**src/rtl/mux_pipe.sv**
```systemverilog
// rtl/mux_pipe.sv - registered N-way selector with valid/ready flow control and error tracking
// Define MUX_PIPE_SKID_EN for the two-entry skid buffer with registered in_ready.
module mux_pipe #(
    parameter int WIDTH = 32,
    parameter int N     = 3,
    localparam int SELW = $clog2(N)
) (
    input  logic                 clk,
    input  logic                 reset_n,
    input  logic                 in_valid,
    output logic                 in_ready,
    input  logic [SELW-1:0]      sel,
    input  logic [N*WIDTH-1:0]   data_in,
    output logic                 out_valid,
    input  logic                 out_ready,
    output logic [WIDTH-1:0]     out_data,
    output logic                 out_err,
    output logic                 err_sticky,
    output logic [15:0]          err_count,
    input  logic                 err_clr
);

    localparam logic [SELW:0] NL = (SELW+1)'(N);

    logic [WIDTH-1:0] w_sel_data;
    logic             w_sel_err;
    logic             w_acc;
    logic             w_acc_err;

    logic             r_out_valid;
    logic [WIDTH-1:0] r_out_data;
    logic             r_out_err;
    logic             r_err_sticky;
    logic [15:0]      r_err_count;

    always_comb begin
        w_sel_data = '0;
        for (int k = 0; k < N; k++) begin
            if (sel == SELW'(k)) begin
                w_sel_data = data_in[k*WIDTH +: WIDTH];
            end
        end
    end

    assign w_sel_err = ({1'b0, sel} >= NL);
    assign w_acc     = in_valid && in_ready;
    assign w_acc_err = w_acc && w_sel_err;

    // Clear takes effect before the same-cycle error is recorded.
    always_ff @(posedge clk or negedge reset_n) begin
        if (!reset_n) begin
            r_err_sticky <= 1'b0;
            r_err_count  <= 16'h0000;
        end else if (err_clr) begin
            r_err_sticky <= w_acc_err;
            r_err_count  <= w_acc_err ? 16'h0001 : 16'h0000;
        end else if (w_acc_err) begin
            r_err_sticky <= 1'b1;
            if (r_err_count != 16'hFFFF) begin
                r_err_count <= r_err_count + 16'h0001;
            end
        end
    end

`ifdef MUX_PIPE_SKID_EN
    typedef enum logic [1:0] {S_EMPTY, S_ONE, S_FULL} state_t;

    state_t           r_state;
    logic             r_in_ready;
    logic [WIDTH-1:0] r_skid_data;
    logic             r_skid_err;

    always_ff @(posedge clk or negedge reset_n) begin
        if (!reset_n) begin
            r_state     <= S_EMPTY;
            r_in_ready  <= 1'b1;
            r_out_valid <= 1'b0;
            r_out_data  <= '0;
            r_out_err   <= 1'b0;
            r_skid_data <= '0;
            r_skid_err  <= 1'b0;
        end else begin
            case (r_state)
                S_EMPTY: begin
                    if (w_acc) begin
                        r_out_valid <= 1'b1;
                        r_out_data  <= w_sel_data;
                        r_out_err   <= w_sel_err;
                        r_state     <= S_ONE;
                    end
                end
                S_ONE: begin
                    if (w_acc && !out_ready) begin
                        r_skid_data <= w_sel_data;
                        r_skid_err  <= w_sel_err;
                        r_in_ready  <= 1'b0;
                        r_state     <= S_FULL;
                    end else if (w_acc) begin
                        r_out_data <= w_sel_data;
                        r_out_err  <= w_sel_err;
                    end else if (out_ready) begin
                        r_out_valid <= 1'b0;
                        r_state     <= S_EMPTY;
                    end
                end
                S_FULL: begin
                    if (out_ready) begin
                        r_out_data <= r_skid_data;
                        r_out_err  <= r_skid_err;
                        r_in_ready <= 1'b1;
                        r_state    <= S_ONE;
                    end
                end
                default: begin
                    r_state     <= S_EMPTY;
                    r_in_ready  <= 1'b1;
                    r_out_valid <= 1'b0;
                end
            endcase
        end
    end

    assign in_ready = r_in_ready;
`else
    always_ff @(posedge clk or negedge reset_n) begin
        if (!reset_n) begin
            r_out_valid <= 1'b0;
            r_out_data  <= '0;
            r_out_err   <= 1'b0;
        end else if (w_acc) begin
            r_out_valid <= 1'b1;
            r_out_data  <= w_sel_data;
            r_out_err   <= w_sel_err;
        end else if (out_ready) begin
            r_out_valid <= 1'b0;
        end
    end

    assign in_ready = !r_out_valid || out_ready;
`endif

    assign out_valid  = r_out_valid;
    assign out_data   = r_out_data;
    assign out_err    = r_out_err;
    assign err_sticky = r_err_sticky;
    assign err_count  = r_err_count;

endmodule

```
**config.mk**
```make
export PLATFORM = sky130hd
export DESIGN_NAME = mux_pipe
export DESIGN_NICKNAME = d
export VERILOG_FILES = /design/src/rtl/mux_pipe.sv
export SDC_FILE = /design/constraint.sdc
export NUM_CORES = 1
export LEC_CHECK = 0
export CAP_MARGIN = 10
export CORE_ASPECT_RATIO = 1.75
export CORE_MARGIN = 2
export CORE_UTILIZATION = 42
export DETAILED_ROUTE_END_ITERATION = 10
export PLACE_DENSITY = 0.87
export SYNTH_ARGS = -nofsm -noshare
export SYNTH_HDL_FRONTEND = slang
export SYNTH_SLANG_ARGS = --single-unit
```
**constraint.sdc**
```tcl
create_clock -name clk -period 3.45 [get_ports clk]
set_clock_uncertainty 0.15 [all_clocks]
set_input_delay 1.035 -clock clk [delete_from_list [all_inputs] [get_ports clk]]
set_output_delay 1.035 -clock clk [all_outputs]
set_load 0.02 [all_outputs]
```
## Word-level counts from Yosys, hierarchy flattened

Cells that the tools add are included.

| word-level totals | value |
|---|---|
| register bits after elaboration | 51 |
| input port bits | 103 |
| output and inout port bits | 52 |
| logic and storage cells | 30 |

| operators by class | value |
|---|---|
| $add $sub $neg | 1 |
| $lt $le $gt $ge | 1 |
| eq/ne operators | 3 |
| mux-type cells | 11 |
| reductions and logical operators | 9 |

Operators with widths:

| operator | count |
|---|---|
| $mux 32 | 3 |
| $mux 16 | 3 |
| $add 16x1->16 const B | 1 |
| $ne 16x16->1 const B | 1 |
| $reduce_bool 2->1 | 3 |
| $mux 1 | 5 |
| $eq 2x1->1 const B | 1 |
| $eq 2x2->1 const B | 1 |
| $ge 2x2->1 const B | 1 |
| $logic_and 1x1->1 | 2 |
| $logic_not 2->1 | 1 |
| $reduce_and 2->1 | 1 |
| $logic_not 1->1 | 1 |
| $logic_or 1x1->1 | 1 |

## Logic depth before layout (Yosys ltp)

| logic depth | value |
|---|---|
| depth in word-level cells | 6 |
| gate-level depth with buffers | 7 |
| mapped depth without buffers | 5 |

## Least setup slack after synthesis

No wires, ideal clock.

| timing | value |
|---|---|
| path kind | input -> output |
| from | input port out_ready |
| to | output port in_ready |
| arrival time | 1.308 ns |
| data required time | 2.265 ns |
| path slack | 0.957 ns |
| stages | 2 |
| cells stage by stage | nand2b_1 -> buf_6 |

| between the ends | value |
|---|---|
| cells in the longest elaborated chain, start to end | 1 |

RTL lines:

| item | RTL line | source |
|---|---|---|
| start: declaration | 15 | `input logic out_ready,` |
| $logic_or 1x1->1 | 139 | `assign in_ready = !r_out_valid \|\| out_ready;` |
| end: declaration | 11 | `output logic in_ready,` |

Every way passes these cells.

## Worst setup path in the final report

Ends and elaborated chain as after synthesis.

==> impl_metrics.csv <==
group,metric,value,unit
outcome,outcome,"complete, no violations",
layout,final_cells,542,
synthesis,synth_top_family_by_area,"simple AND/OR/NAND/NOR gates",
layout,area_growth,64.12,%
critical_path,worst_r2r_path_depth,5,
layout,regArea,1276,um2
critical_path,rr_startpoint,"err_count[4]",
layout,n_antenna_cell,0,
die,start_util,42.93,%
synthesis,synth_area,2765,um2
layout,drive_gt1_share,5.000,%
clocking,ctsHoldBuffers,0,
grt,grt_usage,22.16,%
power_and_ir_drop,power.total,1781,uW
synthesis,synth_xor_area_share,4.434,%
synthesis,synth_fa_ha_area_share,0.4525,%
critical_path,critPathArrivalTime,2.20,ns
placement,gp_congestion,0.8560,
clocking,insertion_delay,0.29,ns
synthesis,synth_top_area_cell,"dfrtp_1",
critical_path,reg2reg_to,"err_count[1]",
routing,wl_per_cell,14.32,um
synthesis,muxShareOfSynthArea,11.58,%
critical_path,cp-start-kind,"input pin",
critical_path,worst-path-max-fanout,2,
critical_path,end_kind,"output pin",
sta,worstMarginPinSlew,0.6337,ns
grt,grt_pass1_vias,2735,
sta,finalCritPeriodShare,98.23,%
layout,mostFrequentLayoutCell,"clkdlybuf4s50_1",
critical_path,crit_required,2.26,ns
routing,met1Wirelength,2870,um
placement,io_buffers,154,
power_and_ir_drop,powerDensity,392.4,nW/um2
placement,placed_cells,534,
grt,grt_max_degree,52,
die,core,6441,um2
critical_path,critical_path.startpoint,"out_ready",
die,num_rows,39,
routing,antenna_left,0,
sta,relSlewSlack,57.75,%
routing,vias,2786,
synthesis,yosys_warnings,0,
clocking,clk_pin_slew,0.06,ns
layout,final_cell_mix,"clkdlybuf4s50_1, dfrtp_1, o21ai_0, nand2_1, nor2_1",
synthesis,syn-instance-count,312,
synthesis,syn_nets,416,
synthesis,synth_compound_area_share,15.07,%
die,pin_count,155,
grt,grt_pass1_wl,12650,um
placement,place_area,4349,um2
flow_run,drv_cap,0,
layout,multi_input_area,1364,um2
clocking,cts_max_path_buffers,2,
routing,met3RoutedLength,377,um
sta,final_max_slew_viol_count,0,
routing,wl_met2,4291,um
sta,min_period,3.389,ns
clocking,numClockSinks,51,
synthesis,syn_area_per_cell,8.863,um2
clocking,htree_levels,2,
clocking,cts_tree,"built",
grt,antenna_found_initial,0,
layout,stdcell_area,4538,um2
critical_path,endpoint,"in_ready",
sta,tns,0,ns
sta,rsz0062_at_grt,"false",
routing,top_layer,"met4",
clocking,cts_resized,0,
routing,drtIter0Drc,223,
sta,finalSetupViolations,0,
power_and_ir_drop,leakagePower,0.001920,uW
layout,fill_cells,555,
routing,routed_wl,7759,um
synthesis,ys_seq_area_share,46.15,%
clocking,cts_setup_buffers,0,
synthesis,synth_simple_gate_area_share,17.60,%
synthesis,yosysUniqueCellTypes,32,
critical_path,r2r_slack,1.18,ns
routing,drc_errors,0,
grt,gr-total-overflow,0,
synthesis,yosys_register_bits,51,
clocking,ctsRootBufferMaster,"clkbuf_16",
placement,hpwl,6025,um
layout,fin_nets,563,
routing,viasPerCell,5.140,
critical_path,critPathKind,"in2out",
hold_path,min_path_type,"reg2reg",
power_and_ir_drop,peakVddDrop,0.2762,mV
synthesis,synth_top_area_share,46.15,%
routing,drt_first_pass_iters,4,
sta,fmax,295.1,MHz
die,die_y,111.3,um
synthesis,synth_top_cells_by_area,"dfrtp_1, mux2i_1, o21ai_0, nand2_1, a21oi_1",
clocking,numCtsBuffers,5,
sta,hold_violations,0,
die,die_x,65.34,um
die,dieArea,7274,um2
==> routing by layer <==
layer | track usage [%] | up-vias
li1 | - | 1364
met1 | 25.08 | 1302
met2 | 40.20 | 105
met3 | 3.232 | 15
met4 | 9.444 | 0
met5 | 0 | -
==> state kept, by name, summed over array words and instances, names as in the netlist <==
register,cells
err_count,16
out_valid,1
out_data,32
err_sticky,1
out_err,1
==> per-stage QoR <==
stage               hold slack (ns)  utilization (%)  setup WS, ns
floorplan                    0.4388                -        0.9572
global placement             0.3115            67.52       0.05547
detailed placement           0.3196            67.52       0.06054
CTS                          0.3345            70.45       0.05355
global route                 0.3512            70.45       0.03451
finish                       0.3263            70.45       0.06108
==> worst min-delay path by stage <==
stage | from | to | cells past startpoint
6_report | out_data[7] | out_data[7] | 2
3_5_place_dp | out_data[18] | out_data[18] | 2
3_3_place_gp | out_data[7] | out_data[7] | 2
4_1_cts | out_data[1] | out_data[1] | 2
5_1_grt | out_data[7] | out_data[7] | 2
2_1_floorplan | out_data[10] | out_data[10] | 2
==> cells in the mapped netlist <==
library cell,n
a21oi_1,32
a31oi_1,2
and2_1,1
and3_1,1
and4_1,2
and4_2,1
and4_4,1
buf_2,4
buf_6,2
clkbuf_1,14
clkbuf_2,1
clkbuf_8,1
dfrtp_1,51
dlygate4sd1_1,1
ha_1,1
inv_1,2
mux2i_1,32
nand2_1,44
nand2b_1,2
nand3_1,5
nand4_1,4
nand4_4,1
nor2_1,36
nor2b_1,2
nor3_1,5
nor4_1,1
o21a_1,1
o21ai_0,46
o22ai_1,1
or4_1,1
xnor2_1,9
xor2_1,5
==> final cells by class <==
cell class	instances	share of cell area (%)
well taps	82	2.261
flip-flops and latches	51	28.12
multi-input cells	236	30.05
clock inverters	2	1.323
inverters	2	0.1654
repair buffers	163	35.24
clock buffers	6	2.840
==> critical path, cell delays in order <==
cell	delay [ns]
clkdlybuf4s50_1	0.45
nand2b_1	0.12
clkdlybuf4s50_1	0.60
==> cell families (layout without fill, tap and decap cells) <==
group / count (synthesis) / count (layout)
xor+xnor: 14 / 14
simple gates: 107 / 107
compound gates: 82 / 82
flops: 51 / 51
fa+ha+maj: 1 / 1
mux: 32 / 32
buf+inv: 25 / 173
==> power breakdown <==
| group | switching, uW | total, uW | internal [uW] |
|---|---|---|---|
| registers | 29.8 | 684 | 654 |
| logic | 217 | 470 | 254 |
| clock network | 211 | 626 | 416 |
| total | 457 | 1780 | 1320 |
No activity file was read; power rests on OpenSTA's default activity.
